$ cat src/rtl/multi_key_debounce.sv
// N-channel active-low push-button conditioner: 2-flop sync, stability filter, press/release strobes.
// Optional auto-repeat on held keys when MULTI_KEY_DEBOUNCE_AUTO_REPEAT_EN is defined.
module multi_key_debounce #(
  parameter int N_KEYS        = 4,
  parameter int STABLE_CYCLES = 1000,
  parameter int HOLD_CYCLES   = 50000,
  parameter int REPEAT_CYCLES = 10000
) (
  input  logic              i_clk,
  input  logic              i_rst_n,
  input  logic [N_KEYS-1:0] i_in,
  output logic [N_KEYS-1:0] o_debounced,
  output logic [N_KEYS-1:0] o_neg,
  output logic [N_KEYS-1:0] o_pos
);

  localparam int              CW       = $clog2(STABLE_CYCLES + 1);
  localparam logic [CW-1:0]   CNT_LAST = CW'(STABLE_CYCLES - 1);

  if (N_KEYS < 1 || STABLE_CYCLES < 2 || HOLD_CYCLES < 1 || REPEAT_CYCLES < 1) begin : g_param_check
    $error("multi_key_debounce: illegal parameter value");
  end

  logic [N_KEYS-1:0]         s1_q, s1_d;
  logic [N_KEYS-1:0]         s2_q, s2_d;
  logic [N_KEYS-1:0]         deb_q, deb_d;
  logic [N_KEYS-1:0]         neg_q, neg_d;
  logic [N_KEYS-1:0]         pos_q, pos_d;
  logic [N_KEYS-1:0][CW-1:0] cnt_q, cnt_d;

`ifdef MULTI_KEY_DEBOUNCE_AUTO_REPEAT_EN
  localparam int            HMAX      = (HOLD_CYCLES > REPEAT_CYCLES) ? HOLD_CYCLES : REPEAT_CYCLES;
  localparam int            HW        = $clog2(HMAX + 1);
  localparam logic [HW-1:0] HOLD_LAST = HW'(HOLD_CYCLES - 1);
  localparam logic [HW-1:0] REP_LAST  = HW'(REPEAT_CYCLES - 1);

  logic [N_KEYS-1:0][HW-1:0] hold_q, hold_d;
  logic [N_KEYS-1:0]         rep_q, rep_d;
`endif

  // Next-state logic: synchroniser shift, per-channel stability filter and strobe generation
  always_comb begin
    s1_d  = i_in;
    s2_d  = s1_q;
    deb_d = deb_q;
    neg_d = '0;
    pos_d = '0;
    cnt_d = cnt_q;
`ifdef MULTI_KEY_DEBOUNCE_AUTO_REPEAT_EN
    hold_d = hold_q;
    rep_d  = rep_q;
`endif
    for (int i = 0; i < N_KEYS; i++) begin
      if (s2_q[i] == deb_q[i]) begin
        cnt_d[i] = '0;
      end else if (cnt_q[i] == CNT_LAST) begin
        deb_d[i] = s2_q[i];
        cnt_d[i] = '0;
        neg_d[i] = ~s2_q[i];
        pos_d[i] = s2_q[i];
      end else begin
        cnt_d[i] = cnt_q[i] + CW'(1);
      end
`ifdef MULTI_KEY_DEBOUNCE_AUTO_REPEAT_EN
      // An accepted edge takes priority so a repeat can never coincide with a release strobe.
      if ((deb_d[i] != deb_q[i]) || deb_q[i]) begin
        hold_d[i] = '0;
        rep_d[i]  = 1'b0;
      end else if (hold_q[i] == (rep_q[i] ? REP_LAST : HOLD_LAST)) begin
        neg_d[i]  = 1'b1;
        hold_d[i] = '0;
        rep_d[i]  = 1'b1;
      end else begin
        hold_d[i] = hold_q[i] + HW'(1);
      end
`endif
    end
  end

  // State registers; synchroniser and level reset to the released (high) state
  always_ff @(posedge i_clk or negedge i_rst_n) begin
    if (!i_rst_n) begin
      s1_q  <= '1;
      s2_q  <= '1;
      deb_q <= '1;
      neg_q <= '0;
      pos_q <= '0;
      cnt_q <= '0;
`ifdef MULTI_KEY_DEBOUNCE_AUTO_REPEAT_EN
      hold_q <= '0;
      rep_q  <= '0;
`endif
    end else begin
      s1_q  <= s1_d;
      s2_q  <= s2_d;
      deb_q <= deb_d;
      neg_q <= neg_d;
      pos_q <= pos_d;
      cnt_q <= cnt_d;
`ifdef MULTI_KEY_DEBOUNCE_AUTO_REPEAT_EN
      hold_q <= hold_d;
      rep_q  <= rep_d;
`endif
    end
  end

  assign o_debounced = deb_q;
  assign o_neg       = neg_q;
  assign o_pos       = pos_q;

endmodule

$ cat config.mk
export PLATFORM = sky130hd
export DESIGN_NAME = multi_key_debounce
export DESIGN_NICKNAME = d
export VERILOG_FILES = /design/src/rtl/multi_key_debounce.sv
export SDC_FILE = /design/constraint.sdc
export NUM_CORES = 1
export LEC_CHECK = 0
export ABC_AREA = 1
export ABC_CLOCK_PERIOD_IN_PS = 1700
export CAP_MARGIN = 30
export CORE_MARGIN = 4
export CORE_UTILIZATION = 58
export CTS_BUF_LIST = sky130_fd_sc_hd__clkbuf_16
export DETAILED_ROUTE_END_ITERATION = 12
export PLACE_DENSITY = 0.79
export SYNTH_ARGS = -nofsm -noshare
export SYNTH_HDL_FRONTEND = slang
export SYNTH_SLANG_ARGS = --single-unit
$ cat constraint.sdc
create_clock -name i_clk -period 1.7 [get_ports i_clk]
set_input_delay 0.34 -clock i_clk [delete_from_list [all_inputs] [get_ports i_clk]]
set_output_delay 0.34 -clock i_clk [all_outputs]
set_load 0.01 [all_outputs]
==> results of run 1 <==
## cell families (layout without fill, tap and decap cells)
kind of cell | count (synthesis) | count (layout) | synth area share
adder cells (fa/ha/maj) | 4 | 4 | 0.0185
XOR/XNOR | 12 | 12 | 0.0389
AND/OR/NAND/NOR | 168 | 168 | 0.306
flip-flops | 60 | 60 | 0.561
buffers and inverters | 32 | 66 | 0.0445
AO/OA/AOI/OAI | 16 | 16 | 0.0310
## per-layer routing
layer / vias up / part of all wire
li1: 983 / -
met1: 933 / 0.48
met2: 29 / 0.47
met3: 6 / 0.038
met4: 0 / 0.013
met5: - / 0
## where the power goes
group          total [mW]  switching, mW  internal (mW)
registers            1.49         0.0214           1.47
clock network        2.00          0.592           1.41
logic               0.123         0.0802         0.0430
## cell type report
type / instances / share of cell area
clock inverter: 7 / 0.0321
timing repair buffer: 18 / 0.0550
multi-input combinational: 200 / 0.325
sequential: 60 / 0.463
tap: 52 / 0.0199
clock buffer: 9 / 0.0687
inverter: 32 / 0.0367
## cells in the final DEF, fill, tap and decap left out
master,instances
xor2_1,9
bufinv_16,3
nand3_2,8
nor2_4,5
or2_1,4
nor3_2,4
inv_1,25
nor2_2,3
a21oi_1,11
nand3_1,20
inv_2,7
a21o_1,1
nand4_1,3
nand2_2,10
dfrtp_1,48
buf_2,1
o21ai_1,3
nor2_1,63
nand2_1,42
dlygate4sd2_1,4
ha_1,4
a31oi_1,1
nor3_1,6
xnor2_1,3
clkdlybuf4s50_1,12
clkbuf_16,9
buf_12,1
dfstp_2,12
clkinv_1,4
## synthesized netlist by cell type, types with 5 or more instances
cell type  number  area share
nand3_2         8       0.030
inv_1          25       0.035
a21oi_1        11       0.020
nand2_1        42       0.058
nor2_4          5       0.021
nor2_1         63       0.088
nor3_1          6       0.011
xor2_1          9       0.029
dfrtp_1        48        0.44
dfstp_2        12        0.12
inv_2           7      0.0097
nand3_1        20       0.037
nand2_2        10       0.023
## path summary, 6_finish.rpt
kind / startpoint / to / slack [ns] / cells past startpoint
max in group asynchronous: i_rst_n / s1_q[1] / 1.38 / 2
min: i_rst_n / cnt_q[32] / 0.02 / 2
min reg2reg: s1_q[2] / s2_q[2] / 0.35 / 0
max reg2reg: cnt_q[20] / cnt_q[28] / 0.30 / 6
min in group i_clk: s1_q[2] / s2_q[2] / 0.35 / 0
max: o_pos[0] / o_pos[0] / 0.16 / 1
## state kept, by name, summed over array words and instances (netlist names)
register / flops
cnt_q: 40
s2_q: 4
o_debounced: 4
o_neg: 4
o_pos: 4
s1_q: 4
## through the flow
stage                     worst slack [ns]  power [mW]  hold slack [ns]  instance area (um2)   util
after global routing                 0.137        3.73           0.0533                 3280  0.737
after global placement               0.298        1.63            0.346                 2950  0.664
after detailed placement             0.298        1.64            0.347                 2950  0.664
after CTS                            0.152        3.65           0.0333                 3280  0.737
final                                0.162        3.62           0.0242                 3280  0.737
after floorplan                      0.512        1.57           0.0444                 2700      -
==> impl_metrics.yaml, run 1 <==
clocking:
  clk_path_buf_depth: 2
  cts_hold_buf: 0
  insertion_delay_ns: 0.32
  clkSinkCount: 60
  numCtsBuffers: 9
  clk_pin_slew_ns: 0.05
  cts_tree: "built"
  cts-htree-levels: 3
  cts_resized: 4
  cts_root_buf: "clkbuf_16"
  postCtsSetupBuffers: 0
critical_path:
  arrival_ns: 1.20
  crit_path_end_kind: "primary output"
  crit_fanout: 1
  startpoint_type: "flip-flop"
  cp_num_buf_inv: 1
  required_ns: 1.36
  critical_path_class: "reg -> out"
  critPathTopFamily: "buffers and inverters"
  crit_chain: "clkdlybuf4s50_1"
  max_stage_delay_ns: 0.53
  crit_slowest_cell: "clkdlybuf4s50_1"
route:
  drtAntennaViolNets: 0
  drt_wl_total_um: 4920
  vias: 1951
  dr.pass1.iters: 4
  drt_iter0_drc: 83
  via_per_inst: 5.16
  drc: 0
  wire_per_inst_um: 13.0
global_route:
  met1_usage: 0.239
  grt_busiest_layer: "met2"
  overflow: 0
  grtUsageTotal: 0.183
  grt_max_degree: 61
  antenna_found_initial: 0
  grt_pass1_wl_um: 8450
  use_met3: 0.0508
  grt_pass1_vias: 1911
  use_met2: 0.292
placement:
  portBuffers: 17
  dpl.cell_count: 362
  gp_congestion: 0.831
  hpwl_um: 3030
yosys:
  synth_flop_cell: "dfrtp_1"
  synth-edff-count: 0
  synth_nets: 302
  synthCells: 292
  avgSynthCellArea_um2: 9.25
  yosysUniqueCellTypes: 22
  synth_area_um2: 2700
  synth_seq_cells: 60
  synthArstFlopShare: 1.00
  seq_area_frac_synth: 0.561
  yosysWarnings: 0
layout:
  multi_input_area_um2: 1060
  ff_latch_area_um2: 1520
  antenna_cells: 0
  nFillCells: 288
  area_delta_synth_final_pct: 21.3
  final_cell_count_no_fill: 378
  fin_nets: 331
  drive_gt1_frac: 0.193
sta:
  hold_viol_final: 0
  period_needed_ns: 1.54
  finalMaxSlewViolations: 0
  maxSlewHeadroom: 0.796
  fmax_ghz: 0.650
  clock_skew_ns: 0.00399
  period_share: 0.905
  setup_tns_ns: 0
  rsz0062_at_grt: "no"
  worstMarginPinSlew_ns: 0.307
  finalSetupViolations: 0
power_and_ir_drop:
  cellPowerDensity_nw_per_um2: 1100
  vdd_drop_max_v: 0.000877
  leakage_nw: 1.48
status:
  status: "finished, final reports clean"
die:
  chipHeight_um: 76.2
  row_count: 24
  start_util: 0.608
  dieArea_um2: 5810
  die_w_um: 76.2
  core_area_um2: 4440
  num_io_pins: 18
min_path:
  hold_path.class: "in -> async"
run:
  cap_violations: 0
No activity file was read; power rests on OpenSTA's default activity.
==> run 2: changes to the inputs <==
--- a/config.mk
+++ b/config.mk
@@ -12,6 +12,7 @@
 export CORE_UTILIZATION = 58
 export CTS_BUF_LIST = sky130_fd_sc_hd__clkbuf_16
 export DETAILED_ROUTE_END_ITERATION = 12
+export GPL_TIMING_DRIVEN = 0
 export PLACE_DENSITY = 0.79
 export SYNTH_ARGS = -nofsm -noshare
 export SYNTH_HDL_FRONTEND = slang
==> run 2 against run 1 <==
Compared with the run above:
- critical path depth unchanged
- flip-flop and latch count unchanged
- register-to-register slack improved by 0.08 ns
- clock power decreased by 7%
- wire length decreased by 6.4%
- die area unchanged
- clock skew increased by 0.0032 ns
- largest cell class unchanged
==> impl_metrics.yaml, run 2 (same netlist as run 1, synthesis figures left out) <==
critical_path:
  crit_fanout: 1
  startpoint_type: "flip-flop"
  crit_slowest_cell: "clkdlybuf4s50_1"
  crit_path_end_kind: "primary output"
  required_ns: 1.36
  arrival_ns: 1.20
  r2r_setup_slack_ns: 0.38
  crit_chain: "clkdlybuf4s50_1"
  cp_num_buf_inv: 1
  critPathTopFamily: "buffers and inverters"
  max_stage_delay_ns: 0.53
  critical_path_class: "reg -> out"
run:
  cap_violations: 0
route:
  vias: 1927
  dr.pass1.iters: 4
  drt_wl_total_um: 4600
  wire_per_inst_um: 12.1
  drt_iter0_drc: 95
  drtAntennaViolNets: 0
  drc: 0
  via_per_inst: 5.08
layout:
  final_cell_count_no_fill: 379
  fin_nets: 332
  top_register: "cnt_q"
  drive_gt1_frac: 0.199
  ff_latch_area_um2: 1520
  area_delta_synth_final_pct: 20.8
  multi_input_area_um2: 1060
  nFillCells: 312
  largest_register_ffs: 40
  antenna_cells: 0
  mostFrequentLayoutCells: "nor2_1, dfrtp_1, nand2_1, inv_1, nand3_1"
  layout_commonest_cell: "nor2_1"
global_route:
  grt_pass1_vias: 2006
  overflow: 0
  grtUsageTotal: 0.189
  grt_pass1_wl_um: 8560
  antenna_found_initial: 0
  grt_max_degree: 44
clocking:
  numCtsBuffers: 9
  clk_pin_slew_ns: 0.05
  cts_tree: "built"
  cts-htree-levels: 3
  cts_root_buf: "clkbuf_16"
  clkSinkCount: 60
  postCtsSetupBuffers: 0
  clk_path_buf_depth: 2
  insertion_delay_ns: 0.33
die:
  chipHeight_um: 76.2
  dieArea_um2: 5810
  num_io_pins: 18
  core_area_um2: 4440
  start_util: 0.608
  die_w_um: 76.2
  row_count: 24
sta:
  rsz0062_at_grt: "no"
  hold_viol_final: 0
  holdWs_ns: 0.354
  finalSetupViolations: 0
  clock_skew_ns: 0.00720
  maxSlewHeadroom: 0.717
  fmax_ghz: 0.648
  period_needed_ns: 1.54
  worstMarginPinSlew_ns: 0.424
  period_share: 0.908
  finalMaxSlewViolations: 0
placement:
  dpl.cell_count: 362
  portBuffers: 17
  gp_congestion: 0.833
  hpwl_um: 3140
min_path:
  hold_path.class: "reg -> reg"
power_and_ir_drop:
  cellPowerDensity_nw_per_um2: 1060
  vdd_drop_max_v: 0.000852
  leakage_nw: 1.48
status:
  status: "finished, final reports clean"
==> run 2: cell count changes in the layout (fill, tap and decap cells not counted), sizes merged <==
cell,previous run,this run
inv,32,33
bufinv,3,2
dlygate4sd3,0,1
==> run 2: through the flow <==
stage          cell area, um2  setup slack, ns  TNS, ns   util  total power [mW]
2_1_floorplan            2700            0.512        0      -              1.57
3_3_place_gp             2940            -1.51   -82.75  0.661              1.63
3_5_place_dp             2950            0.278        0  0.664              1.63
4_1_cts                  3260            0.146        0  0.735              3.52
5_1_grt                  3260            0.122        0  0.735              3.63
6_report                 3260            0.156        0  0.735              3.47
==> run 2: metal layers <==
layer  GRT usage  up-vias  routed length, um
li1            -      981                  -
met1       0.228      902               2190
met5           0        -                  0
met3      0.0863       11                258
met4       0.105        0                105
met2       0.280       33               2050
==> run 2: layout make-up <==
class,instances,share of cell area
clock inverters,7,0.0253
flip-flops and latches,60,0.465
well taps,52,0.0199
repair buffers,19,0.0583
multi-input cells,200,0.326
inverters,32,0.0368
clock buffers,9,0.0690
==> run 2: final timing paths <==
path,endpoint,depth (start not counted),startpoint
worst max register to register,cnt_q[28],6,cnt_q[20]
worst min-delay path,s2_q[0],0,s1_q[0]
worst max-delay path,o_neg[0],1,o_neg[0]
worst min register to register,s2_q[0],0,s1_q[0]
min in group asynchronous,cnt_q[33],2,i_rst_n
max in group asynchronous,s1_q[3],3,i_rst_n
==> run 2: where the power goes <==
group | switching (mW) | internal [mW] | leakage (nW) | total (mW)
logic | 0.0753 | 0.0433 | 0.541 | 0.119
clock network | 0.600 | 1.26 | 0.158 | 1.86
registers | 0.0207 | 1.47 | 0.786 | 1.49
==> run 2: what timing repair did <==
| action | 4_1_cts | 5_1_grt |
|---|---|---|
| setup endpoints to repair | 4 | 0 |
| endpoints found under the hold margin | 17 | 0 |
| resized for setup | 4 | 0 |
| hold buffers | 1 | 0 |
==> run 3: changes to the inputs <==
--- a/config.mk
+++ b/config.mk
@@ -8,7 +8,7 @@
 export ABC_AREA = 1
 export ABC_CLOCK_PERIOD_IN_PS = 1700
 export CAP_MARGIN = 30
-export CORE_MARGIN = 4
+export CORE_MARGIN = 2
 export CORE_UTILIZATION = 58
 export CTS_BUF_LIST = sky130_fd_sc_hd__clkbuf_16
 export DETAILED_ROUTE_END_ITERATION = 12
==> run 3 against run 2 <==
Compared with the run above:
- the run now ends with hold timing left
- utilization up 1.2 points
- count of clock-buffer cells in the layout stayed put
- sequential power is essentially flat
- clock power up 8%
- first-iteration DRC count is 16% lower
- largest cell class unchanged
==> impl_metrics.yaml, run 3 (same netlist as run 1, synthesis figures left out) <==
status:
  status: "complete, but fails checks"
  violations: "hold timing"
layout:
  layout_commonest_cell: "nor2_1"
  top_register: "cnt_q"
  antenna_cells: 0
  area_delta_synth_final_pct: 22.0
  ff_latch_area_um2: 1520
  drive_gt1_frac: 0.199
  largest_register_ffs: 40
  multi_input_area_um2: 1060
  mostFrequentLayoutCells: "nor2_1, dfrtp_1, nand2_1, inv_1, nand3_1"
  fin_nets: 332
  nFillCells: 293
sta:
  fin_ws_ns: 0.171
  fmax_ghz: 0.654
  rsz0062_at_grt: "no"
  holdWs_ns: -0.00355
  finalMaxSlewViolations: 0
  worstMarginPinSlew_ns: 0.276
  setup_tns_ns: 0
  period_share: 0.899
  finalSetupViolations: 0
  clock_skew_ns: 0.00904
  hold_viol_final: 3
  period_needed_ns: 1.53
  maxSlewHeadroom: 0.815
power_and_ir_drop:
  leakage_nw: 1.49
  cellPowerDensity_nw_per_um2: 1100
  vdd_drop_max_v: 0.000997
route:
  vias: 1976
  via_per_inst: 5.23
  wire_per_inst_um: 12.9
  drtAntennaViolNets: 0
  drt_iter0_drc: 80
  drt_wl_total_um: 4890
  dr.pass1.iters: 4
  drc: 0
global_route:
  antenna_found_initial: 0
  overflow: 0
  grt_pass1_vias: 2062
  grt_max_degree: 31
  grt_pass1_wl_um: 8700
  grtUsageTotal: 0.219
critical_path:
  r2r-start: "cnt_q[0]"
  startpoint_type: "flip-flop"
  cp_num_buf_inv: 1
  crit_path_end_kind: "primary output"
  critPathLaunch: "o_pos[2]"
  crit_fanout: 1
  required_ns: 1.36
  arrival_ns: 1.19
  critical_path_class: "reg -> out"
  crit_chain: "clkdlybuf4s50_1"
  max_stage_delay_ns: 0.53
  crit_slowest_cell: "clkdlybuf4s50_1"
  worstRegToRegCells: 6
  critPathTopFamily: "buffers and inverters"
  r2r_setup_slack_ns: 0.35
  reg2reg_to: "cnt_q[6]"
run:
  cap_violations: 0
die:
  dieArea_um2: 5220
  die_w_um: 72.2
  start_util: 0.612
  num_io_pins: 18
  row_count: 24
  core_area_um2: 4410
  chipHeight_um: 72.2
placement:
  place_ws_ns: 0.288
  hpwl_um: 3280
  portBuffers: 17
  gp_congestion: 0.832
clocking:
  cts_tree: "built"
  clk_path_buf_depth: 2
  insertion_delay_ns: 0.32
  clk_pin_slew_ns: 0.05
  postCtsSetupBuffers: 0
  cts_root_buf: "clkbuf_16"
  cts-htree-levels: 3
  numCtsBuffers: 9
  clkSinkCount: 60
min_path:
  hold_path.class: "in -> async"
[run 3: cell count changes in the layout (fill, tap and decap cells not counted), sizes merged]
cell         before  now
clkinv            4    1
clkinvlp          0    1
dlygate4sd3       1    0
buf               2    3
bufinv            2    3
[run 3: repair_timing]
| item | 4_1_cts | 5_1_grt |
|---|---|---|
| gates resized for setup | 4 | 0 |
| setup endpoints to repair | 4 | 0 |
| hold buffers | 0 | 0 |
[run 3: worst max-delay path by stage]
stage | endpoint | slack, ns | cells after the start
floorplan | cnt_q[28] | 0.51 | 6
global placement | cnt_q[29] | -1.52 | 1
detailed placement | o_debounced[0] | 0.29 | 1
CTS | o_pos[2] | 0.17 | 1
global route | o_pos[2] | 0.15 | 1
finish | o_pos[2] | 0.17 | 1
[run 3: power breakdown]
| part | internal (mW) | switching (mW) | leakage (nW) | total (mW) |
|---|---|---|---|---|
| Clock | 1.41 | 0.593 | 0.160 | 2.00 |
| Sequential | 1.47 | 0.0220 | 0.786 | 1.49 |
| Combinational | 0.0470 | 0.0792 | 0.546 | 0.126 |
| Total | 2.93 | 0.694 | 1.49 | 3.62 |
[run 3: layer usage]
| metal | part of all wire | vias up | track usage |
|---|---|---|---|
| li1 | - | 983 | - |
| met1 | 0.44 | 945 | 0.266 |
| met2 | 0.51 | 39 | 0.362 |
| met3 | 0.038 | 9 | 0.0597 |
| met4 | 0.018 | 0 | 0.105 |
| met5 | 0 | - | 0 |
[run 3: layout make-up]
type,count,area share
Inverter,32,0.0364
Timing Repair Buffer,19,0.0607
Tap cell,52,0.0197
Multi-Input combinational cell,200,0.323
Sequential cell,60,0.460
Clock buffer,9,0.0683
Clock inverter,6,0.0319
[run 3: stage by stage]
step                total power, mW  hold WS, ns  utilization  cells  area (um2)
CTS                            3.64      0.00298        0.747    378        3300
global placement               1.63        0.346        0.665    361        2940
global route                   3.73       0.0194        0.747    378        3300
floorplan                      1.57       0.0444            -    292        2700
detailed placement             1.64        0.346        0.673    363        2970
finish                         3.62     -0.00355        0.747    378        3300
